`src/rtl/data_mem_arbiter_if.sv`:
```
// Bundles the CPU, external-master and RAM-side signals of the data-memory arbiter.
// The arbiter uses the slave modport; the surrounding system uses the master modport.
interface data_mem_arbiter_if #(
  parameter int AW = 32,
  parameter int DW = 32
);
  logic          cpu_req;
  logic          cpu_we;
  logic [AW-1:0] cpu_addr;
  logic [DW-1:0] cpu_wdata;
  logic [DW-1:0] cpu_rdata;
  logic          cpu_stall;

  logic          ext_valid;
  logic          ext_we;
  logic [AW-1:0] ext_addr;
  logic [DW-1:0] ext_wdata;
  logic          ext_last;
  logic          ext_ready;
  logic          ext_rvalid;
  logic [DW-1:0] ext_rdata;

  logic          mem_en;
  logic          mem_we;
  logic [AW-1:0] mem_addr;
  logic [DW-1:0] mem_wdata;
  logic [DW-1:0] mem_rdata;

  modport slave (
    input  cpu_req, cpu_we, cpu_addr, cpu_wdata,
    output cpu_rdata, cpu_stall,
    input  ext_valid, ext_we, ext_addr, ext_wdata, ext_last,
    output ext_ready, ext_rvalid, ext_rdata,
    output mem_en, mem_we, mem_addr, mem_wdata,
    input  mem_rdata
  );

  modport master (
    output cpu_req, cpu_we, cpu_addr, cpu_wdata,
    input  cpu_rdata, cpu_stall,
    output ext_valid, ext_we, ext_addr, ext_wdata, ext_last,
    input  ext_ready, ext_rvalid, ext_rdata,
    input  mem_en, mem_we, mem_addr, mem_wdata,
    output mem_rdata
  );
endinterface

```
`src/rtl/data_mem_arbiter.sv`:
```
// Shares one single-port synchronous data RAM between the CPU (fixed priority) and an external master.
// Define ARB_STARVE_GUARD_EN to force an E grant after STARVE_LIM consecutive waiting cycles.
module data_mem_arbiter #(
  parameter int AW        = 32,
  parameter int DW        = 32,
  parameter int MAX_BURST = 8
`ifdef ARB_STARVE_GUARD_EN
  ,
  parameter int STARVE_LIM = 4
`endif
) (
  input  logic              clk,
  input  logic              rst,
  data_mem_arbiter_if.slave bus
);

  localparam int BW = $clog2(MAX_BURST + 1);

  typedef enum logic [1:0] {
    IDLE  = 2'd0,
    C_RD  = 2'd1,
    E_OWN = 2'd2
  } state_t;

  state_t        state_q;
  state_t        state_d;
  logic [BW-1:0] beat_cnt_q;
  logic [BW-1:0] beat_cnt_d;
  logic          cap_q;
  logic          cap_d;
  logic          rvalid_q;
  logic          ext_force;
  logic          ext_accept;

  logic [DW-1:0] cpu_rdata_c;
  logic          cpu_stall_c;
  logic          ext_ready_c;
  logic          mem_en_c;
  logic          mem_we_c;
  logic [AW-1:0] mem_addr_c;
  logic [DW-1:0] mem_wdata_c;

  assign ext_accept = bus.ext_valid && ext_ready_c;

`ifdef ARB_STARVE_GUARD_EN
  localparam int SW = $clog2(STARVE_LIM + 1);

  logic [SW-1:0] starve_cnt_q;

  assign ext_force = bus.ext_valid && (starve_cnt_q == SW'(STARVE_LIM));

  always_ff @(posedge clk or negedge rst) begin
    if (!rst) begin
      starve_cnt_q <= '0;
    end else if (ext_accept) begin
      starve_cnt_q <= '0;
    end else if (bus.ext_valid && (starve_cnt_q != SW'(STARVE_LIM))) begin
      starve_cnt_q <= starve_cnt_q + SW'(1);
    end
  end
`else
  assign ext_force = 1'b0;
`endif

  // cap_q marks the IDLE cycle right after a burst was cut at MAX_BURST, leaving the RAM to the CPU.
  always_comb begin
    state_d     = state_q;
    beat_cnt_d  = beat_cnt_q;
    cap_d       = 1'b0;
    cpu_rdata_c = '0;
    cpu_stall_c = 1'b0;
    ext_ready_c = 1'b0;
    mem_en_c    = 1'b0;
    mem_we_c    = 1'b0;
    mem_addr_c  = '0;
    mem_wdata_c = '0;

    case (state_q)
      IDLE: begin
        if (bus.cpu_req && !ext_force) begin
          mem_en_c    = 1'b1;
          mem_we_c    = bus.cpu_we;
          mem_addr_c  = bus.cpu_addr;
          mem_wdata_c = bus.cpu_wdata;
          if (!bus.cpu_we) begin
            cpu_stall_c = 1'b1;
            state_d     = C_RD;
          end
        end else if (bus.ext_valid && (!cap_q || ext_force)) begin
          ext_ready_c = 1'b1;
          cpu_stall_c = bus.cpu_req;
          mem_en_c    = 1'b1;
          mem_we_c    = bus.ext_we;
          mem_addr_c  = bus.ext_addr;
          mem_wdata_c = bus.ext_wdata;
          if (bus.ext_last || (MAX_BURST == 1)) begin
            beat_cnt_d = '0;
            cap_d      = !bus.ext_last;
          end else begin
            beat_cnt_d = BW'(1);
            state_d    = E_OWN;
          end
        end
      end

      C_RD: begin
        cpu_rdata_c = bus.mem_rdata;
        state_d     = IDLE;
      end

      E_OWN: begin
        cpu_stall_c = bus.cpu_req;
        if (bus.ext_valid) begin
          ext_ready_c = 1'b1;
          mem_en_c    = 1'b1;
          mem_we_c    = bus.ext_we;
          mem_addr_c  = bus.ext_addr;
          mem_wdata_c = bus.ext_wdata;
          if (bus.ext_last || (beat_cnt_q == BW'(MAX_BURST - 1))) begin
            state_d    = IDLE;
            beat_cnt_d = '0;
            cap_d      = !bus.ext_last;
          end else begin
            beat_cnt_d = beat_cnt_q + BW'(1);
          end
        end else begin
          state_d    = IDLE;
          beat_cnt_d = '0;
        end
      end

      default: begin
        state_d    = IDLE;
        beat_cnt_d = '0;
      end
    endcase
  end

  always_ff @(posedge clk or negedge rst) begin
    if (!rst) begin
      state_q    <= IDLE;
      beat_cnt_q <= '0;
      cap_q      <= 1'b0;
      rvalid_q   <= 1'b0;
    end else begin
      state_q    <= state_d;
      beat_cnt_q <= beat_cnt_d;
      cap_q      <= cap_d;
      rvalid_q   <= ext_accept && !bus.ext_we;
    end
  end

  // Outputs are forced low while reset is held so nothing leaks from an abandoned transfer.
  assign bus.cpu_rdata  = rst ? cpu_rdata_c : '0;
  assign bus.cpu_stall  = rst && cpu_stall_c;
  assign bus.ext_ready  = rst && ext_ready_c;
  assign bus.ext_rvalid = rst && rvalid_q;
  assign bus.ext_rdata  = (rst && rvalid_q) ? bus.mem_rdata : '0;
  assign bus.mem_en     = rst && mem_en_c;
  assign bus.mem_we     = rst && mem_we_c;
  assign bus.mem_addr   = rst ? mem_addr_c : '0;
  assign bus.mem_wdata  = rst ? mem_wdata_c : '0;

endmodule
```
`src/flat_wrapper.sv`:
```
// flat-port wrapper written by rule: the top's interface ports become plain ports
module data_mem_arbiter_flat 
#(
  parameter int AW        = 32,
  parameter int DW        = 32,
  parameter int MAX_BURST = 8

)
  (clk, rst, bus_cpu_req, bus_cpu_we, bus_cpu_addr, bus_cpu_wdata, bus_cpu_rdata, bus_cpu_stall, bus_ext_valid, bus_ext_we, bus_ext_addr, bus_ext_wdata, bus_ext_last, bus_ext_ready, bus_ext_rvalid, bus_ext_rdata, bus_mem_en, bus_mem_we, bus_mem_addr, bus_mem_wdata, bus_mem_rdata);
  data_mem_arbiter_if #(.AW(AW), .DW(DW)) bus_i ();
  input  logic clk;
  input  logic rst;
  input wire logic [$bits(bus_i.cpu_req)-1:0] bus_cpu_req;
  input wire logic [$bits(bus_i.cpu_we)-1:0] bus_cpu_we;
  input wire logic [$bits(bus_i.cpu_addr)-1:0] bus_cpu_addr;
  input wire logic [$bits(bus_i.cpu_wdata)-1:0] bus_cpu_wdata;
  output wire logic [$bits(bus_i.cpu_rdata)-1:0] bus_cpu_rdata;
  output wire logic [$bits(bus_i.cpu_stall)-1:0] bus_cpu_stall;
  input wire logic [$bits(bus_i.ext_valid)-1:0] bus_ext_valid;
  input wire logic [$bits(bus_i.ext_we)-1:0] bus_ext_we;
  input wire logic [$bits(bus_i.ext_addr)-1:0] bus_ext_addr;
  input wire logic [$bits(bus_i.ext_wdata)-1:0] bus_ext_wdata;
  input wire logic [$bits(bus_i.ext_last)-1:0] bus_ext_last;
  output wire logic [$bits(bus_i.ext_ready)-1:0] bus_ext_ready;
  output wire logic [$bits(bus_i.ext_rvalid)-1:0] bus_ext_rvalid;
  output wire logic [$bits(bus_i.ext_rdata)-1:0] bus_ext_rdata;
  output wire logic [$bits(bus_i.mem_en)-1:0] bus_mem_en;
  output wire logic [$bits(bus_i.mem_we)-1:0] bus_mem_we;
  output wire logic [$bits(bus_i.mem_addr)-1:0] bus_mem_addr;
  output wire logic [$bits(bus_i.mem_wdata)-1:0] bus_mem_wdata;
  input wire logic [$bits(bus_i.mem_rdata)-1:0] bus_mem_rdata;
  assign bus_i.cpu_req = bus_cpu_req;
  assign bus_i.cpu_we = bus_cpu_we;
  assign bus_i.cpu_addr = bus_cpu_addr;
  assign bus_i.cpu_wdata = bus_cpu_wdata;
  assign bus_cpu_rdata = bus_i.cpu_rdata;
  assign bus_cpu_stall = bus_i.cpu_stall;
  assign bus_i.ext_valid = bus_ext_valid;
  assign bus_i.ext_we = bus_ext_we;
  assign bus_i.ext_addr = bus_ext_addr;
  assign bus_i.ext_wdata = bus_ext_wdata;
  assign bus_i.ext_last = bus_ext_last;
  assign bus_ext_ready = bus_i.ext_ready;
  assign bus_ext_rvalid = bus_i.ext_rvalid;
  assign bus_ext_rdata = bus_i.ext_rdata;
  assign bus_mem_en = bus_i.mem_en;
  assign bus_mem_we = bus_i.mem_we;
  assign bus_mem_addr = bus_i.mem_addr;
  assign bus_mem_wdata = bus_i.mem_wdata;
  assign bus_i.mem_rdata = bus_mem_rdata;
  data_mem_arbiter #(.AW(AW), .DW(DW), .MAX_BURST(MAX_BURST)) u_core (.clk(clk), .rst(rst), .bus(bus_i));
endmodule
```
`config.mk`:
```
export PLATFORM = sky130hd
export DESIGN_NAME = data_mem_arbiter_flat
export DESIGN_NICKNAME = d
export VERILOG_FILES = /design/src/rtl/data_mem_arbiter_if.sv /design/src/rtl/data_mem_arbiter.sv /design/src/flat_wrapper.sv
export SDC_FILE = /design/constraint.sdc
export NUM_CORES = 1
export LEC_CHECK = 0
export CAP_MARGIN = 20
export CORE_AREA = 4 4 114 116
export CTS_CLUSTER_DIAMETER = 100
export DETAILED_ROUTE_END_ITERATION = 7
export DIE_AREA = 0 0 118 120
export SYNTH_ARGS = -nofsm -noshare
export SYNTH_HDL_FRONTEND = slang
export SYNTH_SLANG_ARGS = --single-unit
export TNS_END_PERCENT = 5
```
`constraint.sdc`:
```
create_clock -name clk -period 1.8 [get_ports clk]
set_input_delay 0.18 -clock clk [delete_from_list [all_inputs] [get_ports clk]]
set_output_delay 0.18 -clock clk [all_outputs]
set_load 0.05 [all_outputs]
```
==> flow_summary.ini, run 1 <==
[clock_network]
cts_hold_buf = 0
cts.reportedPaths.clkPinSlew_ns = 0.04
htree_num_levels = 1
cts.path.max_buffers = 2
insertion_delay_ns = 0.23
numCtsBuffers = 3
cts_tree = done
cts.sinks = 8
cts_root_buf = clkbuf_16

[worst_setup_path]
critPathLaunch = u_core.state_q[1]
rr_startpoint = u_core.state_q[0]
cp_data_required_time_ns = 1.62
crit_type = register to primary output
worst_ep_arrival_time_ns = 1.72
crit_fanout = 8
startpoint_type = register
cp-end-kind = primary output

[finish]
final_cells = 730
final_core_util_pct = 59.0
drive_above_1_share_pct = 36.7
syn2layout_area_growth_pct = 286
final_cell_mix = clkdlybuf4s50_1 (164), buf_12 (138), a32oi_1 (60), nor2_1 (41)
finalNetCount = 751
final_common_cell = clkdlybuf4s50_1

[placed_design]
gp_congestion = 0.813
dp_cells = 708
dp_hpwl_um = 11100
io_buffer_count = 299

[timing]
rsz0062_at_grt = yes
relSlewSlack_pct = 80.2
timing.fmax_ghz = 0.527
hold_viol = 0
worstMarginPinSlew_ns = 0.297
setup_viol = 65
hold_ws_ns = 0.328
final_max_slew_viol_count = 0
finalWorstSetupSlack_ns = -0.0961
skew_ns = 0.000937
min_period_over_period_pct = 105
period_needed_ns = 1.90

[global_routing]
antenna_found_initial = 2
grtUsageTotal_pct = 17.2
grt_pass1_wl_um = 19700
overflow = 0
grt_pass1_vias = 3514
grt_max_degree = 37

[floorplanning]
coreArea_um2 = 11900
ioPinCount = 300
fp.dieW_um = 118
fp.dieH_um = 120
die_area_um2 = 14200
initial_core_util_pct = 15.3
placementRows = 40

[synth]
syn_nets = 449
synth_seq_cells = 8
yosysWarnings = 0
yosysUniqueCellTypes = 27
postSynthAreaPerCell_um2 = 6.47
syn_inst = 281
netlist_area_um2 = 1820
ys_seq_area_share_pct = 11.0

[route]
drt_pass1_iterations = 6
postRouteAntennaNets = 0
viasPerCell = 4.89
wire_per_inst_um = 20.6
drt-initial-drc-count = 186
routed-via-count = 3573
drc = 0
drt_wl_total_um = 15000

[outcome]
violations = setup timing
status = finished with violations

[power]
powerDensity_nw_per_um2 = 374
report.power.total_w = 0.00263
vdd_drop_max_uv = 254
p_leak_nw = 2.83

[worst_hold_path]
hold_path.class = input pin to asynchronous set/reset pin

[run]
drv_cap = 0
## timing repair
item	CTS	global route
setup endpoints to repair	65	98
resized for setup	6	37
setup buffers	1	2
pin swaps	4	18
cloned	1	13
## cell families after synthesis
group / after synthesis / share of synthesized area, %
AND/OR/NAND/NOR: 155 / 43.5
AO/OA/AOI/OAI: 73 / 34.4
buffers and inverters: 43 / 9.83
flip-flops: 8 / 11.0
multiplexers: 1 / 0.550
adder cells (fa/ha/maj): 1 / 0.688
## Yosys cell counts (all sizes together)
master | count | share of area (%)
nor4 | 1 | 0.34
nor2b | 1 | 0.34
o21bai | 1 | 0.41
clkbuf | 23 | 4.7
or4b | 1 | 0.76
and2 | 34 | 12
and3 | 34 | 12
nor2 | 69 | 14
dfrtp | 8 | 11
nor4bb | 1 | 0.55
inv | 5 | 1.0
nand3b | 2 | 0.83
a32oi | 65 | 31
a22oi | 1 | 0.41
mux2i | 1 | 0.55
a32o | 1 | 0.55
a21oi | 1 | 0.27
nor3b | 1 | 0.41
ha | 1 | 0.69
nand3 | 4 | 1.1
a22o | 1 | 0.48
nand2b | 1 | 0.34
buf | 15 | 4.1
o21ai | 2 | 0.55
nand2 | 6 | 1.2
o211ai | 1 | 0.41
## flip-flops by register name, indices dropped and copies added, names as in the netlist
signal and count:
u_core.beat_cnt_q 4, u_core.state_q 2, u_core.cap_q 1, u_core.rvalid_q 1
## final timing paths
check / endpoint / slack (ns) / cells after the start
setup reg to reg: u_core.beat_cnt_q[3] / 0.09 / 4
hold reg to reg: u_core.beat_cnt_q[2] / 0.51 / 1
max in group asynchronous: u_core.state_q[0] / 1.13 / 2
hold / removal: u_core.state_q[1] / 0.33 / 2
min in group clk: u_core.state_q[1] / 0.48 / 3
setup / recovery: bus_mem_we / -0.1 / 6
## layout make-up
type,instances,area [µm²]
Timing Repair Buffer,335,4970
Antenna cell,2,5.00
Sequential cell,8,204
Tap cell,147,184
Fill cell,1014,4880
Clock buffer,3,75.1
Inverter,5,18.8
Multi-Input combinational cell,230,1570
## layer usage
layer  up-vias  routed length (µm)  part of all wire (%)  GRT usage, %
met5         -                   0                     0             0
met4         0                 229                   1.5          4.54
met3        12                1140                   7.5          4.85
met2       202                8250                    55          34.2
met1      1692                5440                    36          17.6
li1       1667                   -                     -             -
## report_power, final
group	leakage, nW	total, W	internal [W]	switching, W
registers	0.104	0.000202	0.000190	0.0000119
logic	2.69	0.00205	0.00107	0.000974
clock network	0.0370	0.000378	0.000287	0.0000914
total	2.83	0.00263	0.00155	0.00108
## worst max-delay path, stage by stage (launching register included)
cell	delay, ns
dfrtp_2	0.44
o21bai_4	0.22
buf_12	0.17
clkbuf_16	0.16
a32oi_1	0.26
nor2_2	0.08
buf_12	0.15
## stage by stage
step / instance area (µm²) / setup slack [ns] / setup TNS [ns]
after floorplan: 1820 / -0.197 / -8.85
after detailed placement: 6450 / -0.121 / -5.34
after CTS: 6590 / -0.132 / -4.88
final: 7030 / -0.0961 / -3.83
after global placement: 6450 / -0.0949 / -2.07
after global routing: 7030 / -0.191 / -10.54
(Power assumes the default switching activity.)
==> run 2: changes to the inputs <==
Settings changed: CAP_MARGIN 20 to default, CORE_AREA 4 4 114 116 to 2 2 115 117, DIE_AREA 0 0 118 120 to 0 0 117 119.
==> run 2 against run 1 <==
  * The flow still finishes with violations (setup timing)
  * Highest routed layer unchanged
  * Clock skew grew 0.0025 ns
  * Global-route usage decreased by 0.48 points
  * Register-to-register slack worse by 0.02 ns
  * Critical path depth rose by 1
  * Total power decreased by 4.0%
  * Cell area is 3.3% lower
  * Utilization is 6.2 points lower
  * Combinational power decreased by 5%
  * Sequential power is essentially flat
  * Cell count increased by 2.9%
  * Hold slack improved by 0.063 ns
==> flow_summary.ini, run 2 (synthesis results as in run 1) <==
[floorplanning]
fp.dieH_um = 119
die_area_um2 = 13900
fp.dieW_um = 117
initial_core_util_pct = 14.1
ioPinCount = 300
placementRows = 42
coreArea_um2 = 12900

[timing]
rsz0062_at_grt = yes
setup_viol = 65
fin_tns_setup_ns = -4.96
timing.fmax_ghz = 0.521
worstMarginPinSlew_ns = 0.262
final_max_slew_viol_count = 0
hold_viol = 0
hold_ws_ns = 0.391
skew_ns = 0.00343
finalWorstSetupSlack_ns = -0.119
relSlewSlack_pct = 82.3
period_needed_ns = 1.92
min_period_over_period_pct = 107

[clock_network]
cts.path.max_buffers = 2
cts.sinks = 8
htree_num_levels = 1
cts_hold_buf = 0
numCtsBuffers = 3
cts_root_buf = clkbuf_16
cts_tree = done
cts.reportedPaths.clkPinSlew_ns = 0.04
insertion_delay_ns = 0.23

[worst_setup_path]
cp-end-kind = primary output
worst_ep_arrival_time_ns = 1.74
crit_type = register to primary output
startpoint_type = register
crit_fanout = 17
cp_data_required_time_ns = 1.62

[global_routing]
overflow = 0
antenna_found_initial = 0
grt_pass1_vias = 3535
grtUsageTotal_pct = 16.8
grt_pass1_wl_um = 18700
grt_max_degree = 41

[power]
report.power.total_w = 0.00252
powerDensity_nw_per_um2 = 371
p_leak_nw = 2.72
vdd_drop_max_uv = 235

[route]
postRouteAntennaNets = 0
routed-via-count = 3570
viasPerCell = 4.75
wire_per_inst_um = 17.8
drt_wl_total_um = 13400
drt_pass1_iterations = 4
drc = 0
drt-initial-drc-count = 190

[run]
drv_cap = 0

[outcome]
violations = setup timing
status = finished with violations

[finish]
drive_above_1_share_pct = 33.9
diodes = 0
reg_top3 = u_core.beat_cnt_q x4, u_core.state_q x2
final_cell_mix = clkdlybuf4s50_1 (165), buf_12 (143), a32oi_1 (64), nor2_1 (51), and3_1 (34)
syn2layout_area_growth_pct = 274
largest_reg_flops = 4
largest_register = u_core.beat_cnt_q
finalNetCount = 745
final_common_cell = clkdlybuf4s50_1

[placed_design]
dp_hpwl_um = 10200
gp_congestion = 0.835
io_buffer_count = 299
place_ws_ns = -0.148

[worst_hold_path]
hold_path.class = input pin to asynchronous set/reset pin
run 2: cell count changes in the layout (fill, tap and decap cells not counted), sizes merged:
| cell | delta |
|---|---|
| bufbuf | -1 |
| clkbuf | -11 |
| buf | +6 |
| diode | -2 |
| dlymetal6s2s | -1 |
| clkdlybuf4s50 | +1 |
run 2: power by group:
group / switching (W) / internal [W] / leakage (nW)
combinational: 0.000938 / 0.00101 / 2.57
sequential: 0.0000114 / 0.000190 / 0.106
clock: 0.0000915 / 0.000287 / 0.0370
run 2: repair_timing:
action	in CTS	in global routing
setup buffers	1	5
cloned	1	4
setup endpoints to repair	66	97
pin swaps	9	6
gates resized for setup	9	16
run 2: final timing paths:
path                                      startpoint  slack (ns)  cells past startpoint              endpoint
worst max register to register     u_core.state_q[0]        0.07                      4  u_core.beat_cnt_q[3]
worst min register to register  u_core.beat_cnt_q[2]        0.53                      1  u_core.beat_cnt_q[2]
max in group asynchronous                        rst        1.27                      2     u_core.state_q[1]
worst min-delay path                             rst        0.39                      2  u_core.beat_cnt_q[1]
min in group clk                u_core.beat_cnt_q[2]        0.53                      1  u_core.beat_cnt_q[2]
worst max-delay path               u_core.state_q[0]       -0.12                      7       bus_mem_addr[8]
run 2: layout make-up:
cell class / count / area [µm²]
Fill cell: 1132 / 6080
Multi-Input combinational cell: 230 / 1530
Sequential cell: 8 / 203
Timing Repair Buffer: 329 / 4750
Clock buffer: 3 / 75.1
Tap cell: 176 / 220
Inverter: 5 / 18.8
run 2: per-stage QoR:
step / std cells / instance area (µm²) / util, %
floorplan: 281 / 1820 / -
global placement: 737 / 6490 / 50.4
detailed placement: 737 / 6490 / 50.4
CTS: 742 / 6630 / 51.5
global route: 751 / 6800 / 52.8
finish: 751 / 6800 / 52.8
run 2: critical path, cell delays in order, from the launching register on:
cell and delay, ns:
dfrtp_2 0.43, buf_12 0.15, nor2b_4 0.12, buf_4 0.15, buf_12 0.15, a32oi_1 0.12
nor2_1 0.20, buf_12 0.17
run 2: routing by layer:
layer	global-route usage, %	vias to the layer above	wire (µm)
li1	-	1654	-
met1	16.9	1661	4390
met2	33.8	242	7370
met3	4.33	13	1450
met4	2.87	0	155
met5	0	-	0
==> run 3: changes to the inputs <==
Settings changed: SETUP_SLACK_MARGIN from default to 0.02.
==> run 3 against run 2 <==
  * The run still ends with setup timing left
  * Sequential power about the same
  * Global-route usage up 0.45 points
  * First-iteration DRC count down 19%
==> flow_summary.ini, run 3 (synthesis results as in run 1) <==
[worst_setup_path]
critPathLaunch = u_core.state_q[1]
crit_fanout = 12
crit_type = register to primary output
worst_ep_arrival_time_ns = 1.70
cp-end-kind = primary output
cp_data_required_time_ns = 1.62
rr_startpoint = u_core.state_q[0]
startpoint_type = register

[worst_hold_path]
hold_path.class = input pin to asynchronous set/reset pin

[clock_network]
cts_root_buf = clkbuf_16
cts_hold_buf = 0
insertion_delay_ns = 0.23
cts.reportedPaths.clkPinSlew_ns = 0.04
cts.sinks = 8
numCtsBuffers = 3
cts_tree = done
htree_num_levels = 1
cts.path.max_buffers = 2

[finish]
largest_register = u_core.beat_cnt_q
final_common_cell = clkdlybuf4s50_1
drive_above_1_share_pct = 37.9
largest_reg_flops = 4
finalNetCount = 745
diodes = 0
syn2layout_area_growth_pct = 282
fin_area_um2 = 6940
final_cells = 751
reg_top3 = u_core.beat_cnt_q x4, u_core.state_q x2
final_cell_mix = clkdlybuf4s50_1 (164), buf_12 (144), a32oi_1 (56), nor2_1 (39), and3_1 (32)

[floorplanning]
initial_core_util_pct = 14.1
placementRows = 42
coreArea_um2 = 12900
ioPinCount = 300
fp.dieW_um = 117
die_area_um2 = 13900
fp.dieH_um = 119

[timing]
hold_ws_ns = 0.423
skew_ns = 0.00108
final_max_slew_viol_count = 0
timing.fmax_ghz = 0.532
relSlewSlack_pct = 78.2
setup_viol = 49
hold_viol = 0
worstMarginPinSlew_ns = 0.328
rsz0062_at_grt = yes
finalWorstSetupSlack_ns = -0.0810
min_period_over_period_pct = 105
period_needed_ns = 1.88

[route]
drt_wl_total_um = 13100
drt_pass1_iterations = 4
viasPerCell = 4.65
postRouteAntennaNets = 0
wire_per_inst_um = 17.4
routed-via-count = 3490
drc = 0
drt-initial-drc-count = 154

[placed_design]
gp_congestion = 0.777
dp_cells = 737
dp_hpwl_um = 10200
io_buffer_count = 299
placed_area_um2 = 6530

[power]
p_leak_nw = 2.75
power_frac_comb_pct = 77.6
power.switching_w = 0.00105
p_seq_share_pct = 7.8
p_int_w = 0.00151
vdd_drop_max_uv = 337
powerDensity_nw_per_um2 = 369
report.power.total_w = 0.00256
p_clk_share_pct = 14.6
p_sw_share_pct = 41.0

[outcome]
status = finished with violations
violations = setup timing

[global_routing]
overflow = 0
grtUsageTotal_pct = 17.2
antenna_found_initial = 0
grt_max_degree = 43
grt_pass1_vias = 3490
grt_pass1_wl_um = 18900

[run]
drv_cap = 0
[run 3: changes by cell type in the layout (fill, tap and decap cells not counted), sizes merged]
cell / previous run / this run
buf: 160 / 161
clkbuf: 6 / 5
clkdlybuf4s50: 165 / 164
dlygate4sd2: 1 / 2
[run 3: area by class of cell]
cell class / count / area, µm²
multi-input cells: 230 / 1640
repair buffers: 329 / 4790
inverters: 5 / 18.8
fillers: 1119 / 5930
flip-flops and latches: 8 / 203
well taps: 176 / 220
clock buffers: 3 / 75.1
[run 3: routing by layer]
| layer | share of wire (%) | track usage [%] | vias to the layer above | routed length (µm) |
|---|---|---|---|---|
| li1 | - | - | 1657 | - |
| met1 | 33 | 17.9 | 1603 | 4310 |
| met4 | 2.0 | 4.41 | 0 | 261 |
| met5 | 0 | 0 | - | 0 |
| met3 | 10 | 4.73 | 18 | 1370 |
| met2 | 55 | 33.2 | 212 | 7130 |
[run 3: path summary, 6_finish.rpt]
kind,end,slack [ns],cells past startpoint
setup reg to reg,u_core.beat_cnt_q[3],0.10,4
hold / removal,u_core.beat_cnt_q[3],0.42,2
max in group asynchronous,u_core.state_q[0],1.15,2
hold reg to reg,u_core.beat_cnt_q[2],0.50,1
min in group clk,u_core.state_q[1],0.45,3
setup / recovery,bus_mem_wdata[17],-0.08,7
[run 3: worst max-delay path, cell delays in order, from the launching register on]
cell,delay [ns]
dfrtp_2,0.42
o21bai_4,0.19
buf_12,0.15
buf_12,0.12
buf_16,0.14
a32oi_1,0.19
nor2_1,0.09
buf_12,0.15
[run 3: timing repair]
action                                  4_1_cts  5_1_grt
cloned                                        3        2
gates resized for setup                      13       29
buffers inserted                              3        3
pin swaps                                    11       11
endpoints found under the setup margin       97       98
[run 3: power groups by stage]
stage               sequential (W)  clock, W  combinational, W
finish                    0.000201  0.000373           0.00199
CTS                       0.000202  0.000378           0.00193
floorplan                 0.000200         0          0.000767
global placement          0.000203         0           0.00185
detailed placement        0.000204         0           0.00186
global route              0.000202  0.000385           0.00208
[run 3: through the flow]
stage	setup slack, ns	setup TNS (ns)	util, %
after global routing	-0.133	-6.47	53.9
after floorplan	-0.189	-6.89	-
after detailed placement	-0.112	-2.70	50.7
after CTS	-0.0938	-3.51	52.5
after global placement	-0.0693	-1.49	50.7
final	-0.0810	-1.28	53.9
